## src/rtl/mic_pkg.sv

```systemverilog
// Shared types and constants for the microphone frame packer.
package mic_pkg;

    localparam int N_MICS     = 4;
    localparam int I2S_SLOT_W = 32;

    // Mic index carried on tuser, in capture order.
    typedef enum logic [1:0] {
        MIC_LL = 2'd0,
        MIC_LH = 2'd1,
        MIC_RL = 2'd2,
        MIC_RH = 2'd3
    } mic_idx_t;

    typedef enum logic {
        SYNC     = 1'b0,
        ASSEMBLE = 1'b1
    } pkt_state_t;

endpackage

```

## src/rtl/mic_pkt_counter.sv

```systemverilog
// Frame-within-packet counter; flags the final beat of each packet.
module mic_pkt_counter #(
    parameter int FRAMES_PER_PKT = 256
) (
    input  logic clk,
    input  logic rst,
    input  logic adv,
    output logic last
);

    localparam int CW = (FRAMES_PER_PKT > 1) ? $clog2(FRAMES_PER_PKT) : 1;
    localparam logic [CW-1:0] LAST_IDX = CW'(FRAMES_PER_PKT - 1);

    logic [CW-1:0] cnt;

    assign last = (cnt == LAST_IDX);

    // Advance once per output handshake, wrapping after the last beat.
    always_ff @(posedge clk) begin
        if (rst)
            cnt <= '0;
        else if (adv)
            cnt <= last ? '0 : cnt + 1'b1;
    end

endmodule

```

## src/rtl/mic_frame_packer.sv

```systemverilog
// Packs the interleaved LL/LH/RL/RH I2S word stream into 4-channel AXIS
// frames grouped into packets of FRAMES_PER_PKT beats.
// Optional MIC_FRAME_PACKER_STATS_EN adds saturating err_cnt / drop_cnt.
module mic_frame_packer
    import mic_pkg::*;
#(
    parameter int SAMPLE_W       = 24,
    parameter int FRAMES_PER_PKT = 256,
    parameter int CNT_W          = 16
) (
    input  logic                  aclk,
    input  logic                  areset,
    input  logic [31:0]           s_axis_tdata,
    input  logic [1:0]            s_axis_tuser,
    input  logic                  s_axis_tvalid,
    output logic                  s_axis_tready,
    output logic [4*SAMPLE_W-1:0] m_axis_tdata,
    output logic                  m_axis_tvalid,
    input  logic                  m_axis_tready,
    output logic                  m_axis_tlast,
    output logic                  seq_err
`ifdef MIC_FRAME_PACKER_STATS_EN
    ,
    output logic [CNT_W-1:0]      err_cnt,
    output logic [CNT_W-1:0]      drop_cnt
`endif
);

    pkt_state_t state, state_nxt;
    mic_idx_t   exp_idx, exp_nxt;

    logic [N_MICS-2:0][SAMPLE_W-1:0] slot;
    logic [SAMPLE_W-1:0]             sample;
    mic_idx_t                        idx;
    logic in_xfer, out_xfer, store, frame_done, err, cnt_last;
    logic unused_tdata;

    assign sample       = s_axis_tdata[I2S_SLOT_W-1 -: SAMPLE_W];
    assign unused_tdata = ^s_axis_tdata;
    assign idx          = mic_idx_t'(s_axis_tuser);

    // Only the completing RH word has to wait for the output register.
    assign s_axis_tready = !(state == ASSEMBLE && exp_idx == MIC_RH &&
                             m_axis_tvalid && !m_axis_tready);
    assign in_xfer  = s_axis_tvalid && s_axis_tready;
    assign out_xfer = m_axis_tvalid && m_axis_tready;

    // State register.
    always_ff @(posedge aclk) begin
        if (areset) begin
            state   <= SYNC;
            exp_idx <= MIC_LL;
        end else begin
            state   <= state_nxt;
            exp_idx <= exp_nxt;
        end
    end

    // Ordering check and slot steering for each accepted word.
    always_comb begin
        state_nxt  = state;
        exp_nxt    = exp_idx;
        store      = 1'b0;
        frame_done = 1'b0;
        err        = 1'b0;
        if (in_xfer) begin
            case (state)
                SYNC: begin
                    if (idx == MIC_LL) begin
                        store     = 1'b1;
                        exp_nxt   = MIC_LH;
                        state_nxt = ASSEMBLE;
                    end
                end
                ASSEMBLE: begin
                    if (idx == exp_idx) begin
                        if (exp_idx == MIC_RH) begin
                            frame_done = 1'b1;
                            exp_nxt    = MIC_LL;
                        end else begin
                            store   = 1'b1;
                            exp_nxt = mic_idx_t'(exp_idx + 2'd1);
                        end
                    end else begin
                        err = 1'b1;
                        if (idx == MIC_LL) begin
                            store   = 1'b1;
                            exp_nxt = MIC_LH;
                        end else begin
                            state_nxt = SYNC;
                            exp_nxt   = MIC_LL;
                        end
                    end
                end
                default: state_nxt = SYNC;
            endcase
        end
    end

    // Staging slots for LL/LH/RL; a restart simply overwrites them in order.
    always_ff @(posedge aclk) begin
        if (areset) begin
            slot <= '0;
        end else begin
            for (int i = 0; i < N_MICS - 1; i++)
                if (store && s_axis_tuser == 2'(i))
                    slot[i] <= sample;
        end
    end

    // Output register: reloads on the hand-off edge so there is no bubble.
    always_ff @(posedge aclk) begin
        if (areset) begin
            m_axis_tvalid <= 1'b0;
            m_axis_tdata  <= '0;
            seq_err       <= 1'b0;
        end else begin
            seq_err <= err;
            if (frame_done) begin
                m_axis_tvalid <= 1'b1;
                m_axis_tdata  <= {sample, slot[2], slot[1], slot[0]};
            end else if (out_xfer) begin
                m_axis_tvalid <= 1'b0;
            end
        end
    end

    mic_pkt_counter #(
        .FRAMES_PER_PKT(FRAMES_PER_PKT)
    ) u_cnt (
        .clk (aclk),
        .rst (areset),
        .adv (out_xfer),
        .last(cnt_last)
    );

    assign m_axis_tlast = m_axis_tvalid && cnt_last;

`ifdef MIC_FRAME_PACKER_STATS_EN
    logic [2:0]     drop_inc;
    logic [CNT_W:0] drop_sum;

    // Words lost: strays seen while hunting for LL, plus the words of an
    // abandoned partial frame and the offending word unless it restarts one.
    always_comb begin
        drop_inc = 3'd0;
        if (in_xfer && state == SYNC && idx != MIC_LL)
            drop_inc = 3'd1;
        else if (err)
            drop_inc = {1'b0, exp_idx} + {2'b00, idx != MIC_LL};
    end

    assign drop_sum = {1'b0, drop_cnt} + (CNT_W+1)'(drop_inc);

    // Saturating statistics counters.
    always_ff @(posedge aclk) begin
        if (areset) begin
            err_cnt  <= '0;
            drop_cnt <= '0;
        end else begin
            if (seq_err && err_cnt != '1)
                err_cnt <= err_cnt + 1'b1;
            drop_cnt <= drop_sum[CNT_W] ? '1 : drop_sum[CNT_W-1:0];
        end
    end
`endif

endmodule
```

## config.mk

```make
export PLATFORM = sky130hd
export DESIGN_NAME = mic_frame_packer
export DESIGN_NICKNAME = d
export VERILOG_FILES = /design/src/rtl/mic_pkg.sv /design/src/rtl/mic_pkt_counter.sv /design/src/rtl/mic_frame_packer.sv
export SDC_FILE = /design/constraint.sdc
export NUM_CORES = 1
export LEC_CHECK = 0
export ABC_AREA = 1
export BUFFER_PORTS_ARGS = -buffer_cell sky130_fd_sc_hd__clkbuf_2
export CAP_MARGIN = 20
export CORE_AREA = 4 4 117 119
export DETAILED_ROUTE_END_ITERATION = 7
export DIE_AREA = 0 0 121 123
export HOLD_SLACK_MARGIN = 0.12
export MAX_ROUTING_LAYER = met4
export PLACE_DENSITY = 0.93
export SETUP_SLACK_MARGIN = 0.02
export SKIP_CTS_REPAIR_TIMING = 1
export SYNTH_ARGS = -nofsm -noshare
export SYNTH_HDL_FRONTEND = slang
export SYNTH_SLANG_ARGS = --single-unit
```

## constraint.sdc

```tcl
create_clock -name aclk -period 4.8 [get_ports aclk]
set_clock_uncertainty 0.1 [all_clocks]
set_input_delay 0.48 -clock aclk [delete_from_list [all_inputs] [get_ports aclk]]
set_output_delay 0.48 -clock aclk [all_outputs]
set_load 0.05 [all_outputs]
```

Word level (Yosys, flattened, before mapping)

Cells that the tools add are included.
W data, S select, Z words.

Word-level logic and storage cells: 54
Output and inout bits: 100
Bits in registers: 181

$add $sub $neg: 2
Equal/unequal tests: 6
Bitwise logic cells: 2
Mux-type cells: 20
Reductions and logical operators: 15

Operator list:

| kind                  | number |
|---|---|
| $mux W1               | 13 |
| $logic_and A1 B1 Y1   | 9 |
| $add A8 B1 Y8 const B | 1 |
| $eq A8 B8 Y1 const B  | 1 |
| $mux W8               | 1 |
| $mux W2               | 3 |
| $eq A2 B2 Y1 const B  | 2 |
| $pmux W1 S2           | 2 |
| $pmux W2 S2           | 1 |
| $reduce_or A3 Y1      | 1 |
| $add A2 B1 Y2 const B | 1 |
| $eq A2 B1 Y1 const B  | 1 |
| $eq A2 B2 Y1          | 1 |
| $logic_not A1 Y1      | 2 |
| $logic_not A2 Y1      | 1 |
| $ne A2 B2 Y1 const B  | 1 |
| $not A1 Y1            | 2 |
| $reduce_and A2 Y1     | 1 |
| $reduce_bool A2 Y1    | 1 |

Depth between registers and ports, before layout

Word-level depth: 8
Mapped depth: 12
Gate-level depth less buffers: 10

Modules after synthesis

From an unflattened synthesis, not the netlist that was laid out.

Cell total of the unflattened synthesis: 1003
Area total of the unflattened synthesis: 7474.7 um2

Modules (own cells, without submodules):

| module           | cells each | sequential area each (um2) | area an instance (um2) | instances |
|---|---|---|---|---|
| mic_frame_packer | 943        | 3463.3                     | 7053.0                 | 1 |
| mic_pkt_counter  | 60         | 160.2                      | 421.7                  | 1 |

Least setup slack after synthesis

No wires, ideal clock.

Kind: register to register
Start point: reg m_axis_tvalid
End point: reg state
Setup time: 115 ps
Required time: 4585 ps
Period minus slack after synthesis: 2123 ps
Data arrival time: 1907 ps
Stages on the path, launching flop included: 10
Slack: 2677 ps
Path through: dfxtp_1 > inv_1 > nor2_1 > nand2_2 > nand3_1 > o21ai_4 > buf_6 > buf_4 > o21ai_0 > inv_1

Word-level cells in the longest chain between the ends: 4

Ends and longest elaborated chain:

| item                     | RTL line                | RTL |
|---|---|---|
| start: declaration       | mic_frame_packer.sv:18  | `output logic m_axis_tvalid,` |
| start signal: assignment | mic_frame_packer.sv:114 | `m_axis_tvalid <= 1'b0;` |
| start signal: assignment | mic_frame_packer.sv:120 | `m_axis_tvalid <= 1'b1;` |
| start signal: assignment | mic_frame_packer.sv:123 | `m_axis_tvalid <= 1'b0;` |
| $logic_and A1 B1 Y1      | mic_frame_packer.sv:43  | `assign s_axis_tready = !(state == ASSEMBLE && exp_idx == MIC_RH &&` |
| $logic_and A1 B1 Y1      | mic_frame_packer.sv:44  | `m_axis_tvalid && !m_axis_tready);` |
| $logic_not A1 Y1         | mic_frame_packer.sv:43  |  |
| via s_axis_tready        | mic_frame_packer.sv:16  | `output logic s_axis_tready,` |
| $logic_and A1 B1 Y1      | mic_frame_packer.sv:45  | `assign in_xfer = s_axis_tvalid && s_axis_tready;` |
| end signal: assignment   | mic_frame_packer.sv:54  | `state <= state_nxt;` |
| end: declaration         | mic_frame_packer.sv:29  | `pkt_state_t state, state_nxt;` |

The timed path passes the listed nets, and every way through them passes these cells.
A chain may end at the register's enable or synchronous reset.

Worst setup path in the final report

Start point: reg exp_idx[1]
End point: reg slot[43] (netlist name)

Word-level cells in the longest chain between the ends: 8
Elaborated cells on any way between the ends: 12
Those cells by class: eq/ne (2); mux (4); reduce/logical (6)

Ends and longest elaborated chain:

| item                                                                 | RTL line                | RTL |
|---|---|---|
| start: declaration                                                   | mic_frame_packer.sv:30  | `mic_idx_t exp_idx, exp_nxt;` |
| start signal: assignment                                             | mic_frame_packer.sv:55  | `exp_idx <= exp_nxt;` |
| parallel branches: the longest is 6 deep, another holds $eq A2 B2 Y1 | --                      |  |
| $mux W1 *                                                            | mic_frame_packer.sv:66  | `if (in_xfer) begin` |
| $logic_and A1 B1 Y1 *                                                | mic_frame_packer.sv:106 | `if (store && s_axis_tuser == 2'(i))` |
| end signal: indexed assignment                                       | mic_frame_packer.sv:107 | `slot[i] <= sample;` |
| end: declaration                                                     | mic_frame_packer.sv:32  | `logic [N_MICS-2:0][SAMPLE_W-1:0] slot;` |

Mark *: on every way between the ends.

==> impl_metrics.py <==
metrics = {
    "die": {
        "fp.coreArea_um2": 12600,
        "num_rows": 41,
        "die_height_um": 123,
        "num_io_pins": 138,
        "initial_core_util_pct": 58.2,
        "die_w_um": 121,
        "dieArea_um2": 14900,
    },
    "logic_synthesis": {
        "syn_nets": 1029,
        "yosysWarnings": 0,
        "ys_ff_latch": 181,
        "syn_inst": 989,
        "synth_top_area_share_pct": 49.5,
        "netlist_top_cells_area": "dfxtp_1 50%, inv_1 9.3%, nand2_1 8.5%, a21oi_1 6.9%, o21ai_0 6.9%",
        "synth_top_cell_by_area": "dfxtp_1",
        "synthDistinctLibCells": 26,
        "synth_area_um2": 7320,
        "ys_seq_area_share_pct": 49.5,
        "avgSynthCellArea_um2": 7.40,
    },
    "drt": {
        "wire_per_inst_um": 15.1,
        "drtIter0Drc": 744,
        "drt_pass1_iterations": 5,
        "ant_nets": 0,
        "drc_errors": 0,
        "drt-total-wl_mm": 19.0,
        "viasPerCell": 5.28,
        "vias": 6663,
    },
    "clock_tree": {
        "cts.path.max_buffers": 2,
        "htreeDepth": 4,
        "insertion_delay_ns": 0.44,
        "root_buffer": "clkbuf_16",
        "cts.sinks": 181,
        "clkTransAtPathRegs_ns": 0.07,
        "cts_tree": "yes",
        "cts_buffers": 17,
    },
    "critical_path": {
        "cp_max_fo": 37,
        "r2r_slack_ns": 2.19,
        "path_delay_family": "simple AND/OR/NAND/NOR gates",
        "worstSetupStartpointType": "flip-flop",
        "max_stage_delay_ns": 0.45,
        "crit_required_ns": 5.07,
        "crit_chain": "ha_1 > nand2_1 > inv_1 > nand2_2 > nand3_2 > o21ai_4 > buf_4 > nand3_4 > nand2_1 > inv_1 > nor2_1",
        "cp.arrival_ns": 2.89,
        "worstSetupStartpoint": "exp_idx[1]$_SDFFE_PP0P_",
        "crit_type": "flip-flop to flip-flop",
        "r2r-start": "exp_idx[1]$_SDFFE_PP0P_",
        "cp_slowest_cell": "buf_4",
        "end_kind": "flip-flop",
        "cp.buffers_inverters": 3,
    },
    "timing": {
        "hold_violations": 0,
        "worst_pin_slew_ns": 0.646,
        "maxSlewHeadroom_pct": 56.9,
        "max_freq_mhz": 383,
        "rsz0062_at_grt": "false",
        "period_minus_slack_ns": 2.61,
        "final.setup.tns_ns": 0,
        "final_max_slew_viol_count": 0,
        "period_share_pct": 54.4,
        "setup_viol_count_final": 0,
    },
    "power_and_ir_drop": {
        "intPower_mw": 2.35,
        "ir_drop_uv": 224,
        "total_power_mw": 3.12,
        "combPwrFrac_pct": 5.3,
        "p_seq_share_pct": 48.8,
        "power_switching_mw": 0.770,
        "p_leak_nw": 4.09,
        "switching_share_pct": 24.7,
        "p_clk_share_pct": 46.0,
        "powerDensity_nw_per_um2": 366,
    },
    "global_route": {
        "groute.usage.overall_pct": 26.3,
        "grt_pass1_wl_mm": 29.8,
        "grt_pass1_vias": 5948,
        "grt_max_degree": 194,
        "antenna_found_initial": 0,
        "overflow": 0,
    },
    "placement": {
        "routabilityCongestion": 0.808,
        "place_area_um2": 7920,
        "portBuffers": 129,
        "hpwlAfterDp_mm": 12.0,
    },
    "outcome": {
        "outcome": "completed",
    },
    "job": {
        "cap_violations": 0,
    },
    "finish": {
        "diodes": 0,
        "final_nets": 1118,
        "final_cell_mix": "181 x inv_1, 181 x dfxtp_1, 166 x nand2_1",
        "area_growth_pct": 16.6,
        "drive_gt1_share_pct": 17.0,
        "stdcell_area_um2": 8530,
    },
    "hold_path": {
        "min_from": "areset",
        "min_path_type": "input pin to flip-flop",
    },
}
[registers in the layout, indices dropped and copies added (netlist names)]
name,flops
exp_idx,2
m_axis_tdata,96
m_axis_tvalid,1
seq_err,1
slot,72
state,1
u_cnt.cnt,8
[path summary, 6_finish.rpt]
kind / to / cells past startpoint
worst min-delay path: exp_idx[1]$_SDFFE_PP0P_ / 2
worst max register to register: slot[43]$_SDFFE_PP0P_ / 11
worst min register to register: m_axis_tdata[24]$_SDFFE_PP0P_ / 2
worst max-delay path: slot[43]$_SDFFE_PP0P_ / 11
[synthesized netlist by cell type (all sizes together)]
master  count
inv       185
dfxtp     181
nand2     168
o21ai     102
a21oi     101
nor2       89
nand4      74
buf        44
clkbuf     25
nand3       9
nor3        3
ha          2
xor2        2
a211oi      1
a21boi      1
nor3b       1
xnor2       1
[worst reg2reg max path, cell delays in order (launching register included)]
cell and delay (ns):
dfxtp_1 0.34, ha_1 0.23, nand2_1 0.08, inv_1 0.06, nand2_2 0.09, nand3_2 0.15, o21ai_4 0.39, buf_4 0.45
nand3_4 0.34, nand2_1 0.15, inv_1 0.05, nor2_1 0.12
[power by group through the flow]
stage	sequential [mW]	combinational (mW)	clock, mW
5_1_grt	1.52	0.181	1.50
3_5_place_dp	1.56	0.160	0
4_1_cts	1.52	0.161	1.45
2_1_floorplan	1.56	0.110	0
6_report	1.52	0.165	1.43
3_3_place_gp	1.56	0.156	0
[metrics by stage]
step	hold slack (ns)	instances	util [%]	setup WS, ns
floorplan	0.330	989	-	2.68
global placement	0.337	1231	63.0	2.12
detailed placement	0.343	1231	63.0	2.06
CTS	0.225	1263	67.9	2.21
global route	0.253	1263	67.9	1.99
finish	0.233	1263	67.9	2.19
[cell families after synthesis]
group	synth area share [%]
fa+ha+maj	0.342
buf+inv	14.3
xor+xnor	0.359
simple gates	21.2
compound gates	14.2
flops	49.5
[per-layer routing]
layer	up-vias	routed length, um	GRT usage (%)
met5	-	0	-
met4	0	577	10.1
met3	37	1720	5.86
met2	325	8940	41.9
met1	3001	7810	32.8
li1	3300	-	-
[cell type report]
| class | count | area [um^2] |
|---|---|---|
| clock inverters | 15 | 181 |
| well taps | 172 | 215 |
| fillers | 1000 | 4040 |
| repair buffers | 139 | 733 |
| clock buffers | 17 | 425 |
| flip-flops and latches | 181 | 3620 |
| inverters | 185 | 697 |
| multi-input cells | 554 | 2660 |
No activity file was read; power rests on OpenSTA's default activity.
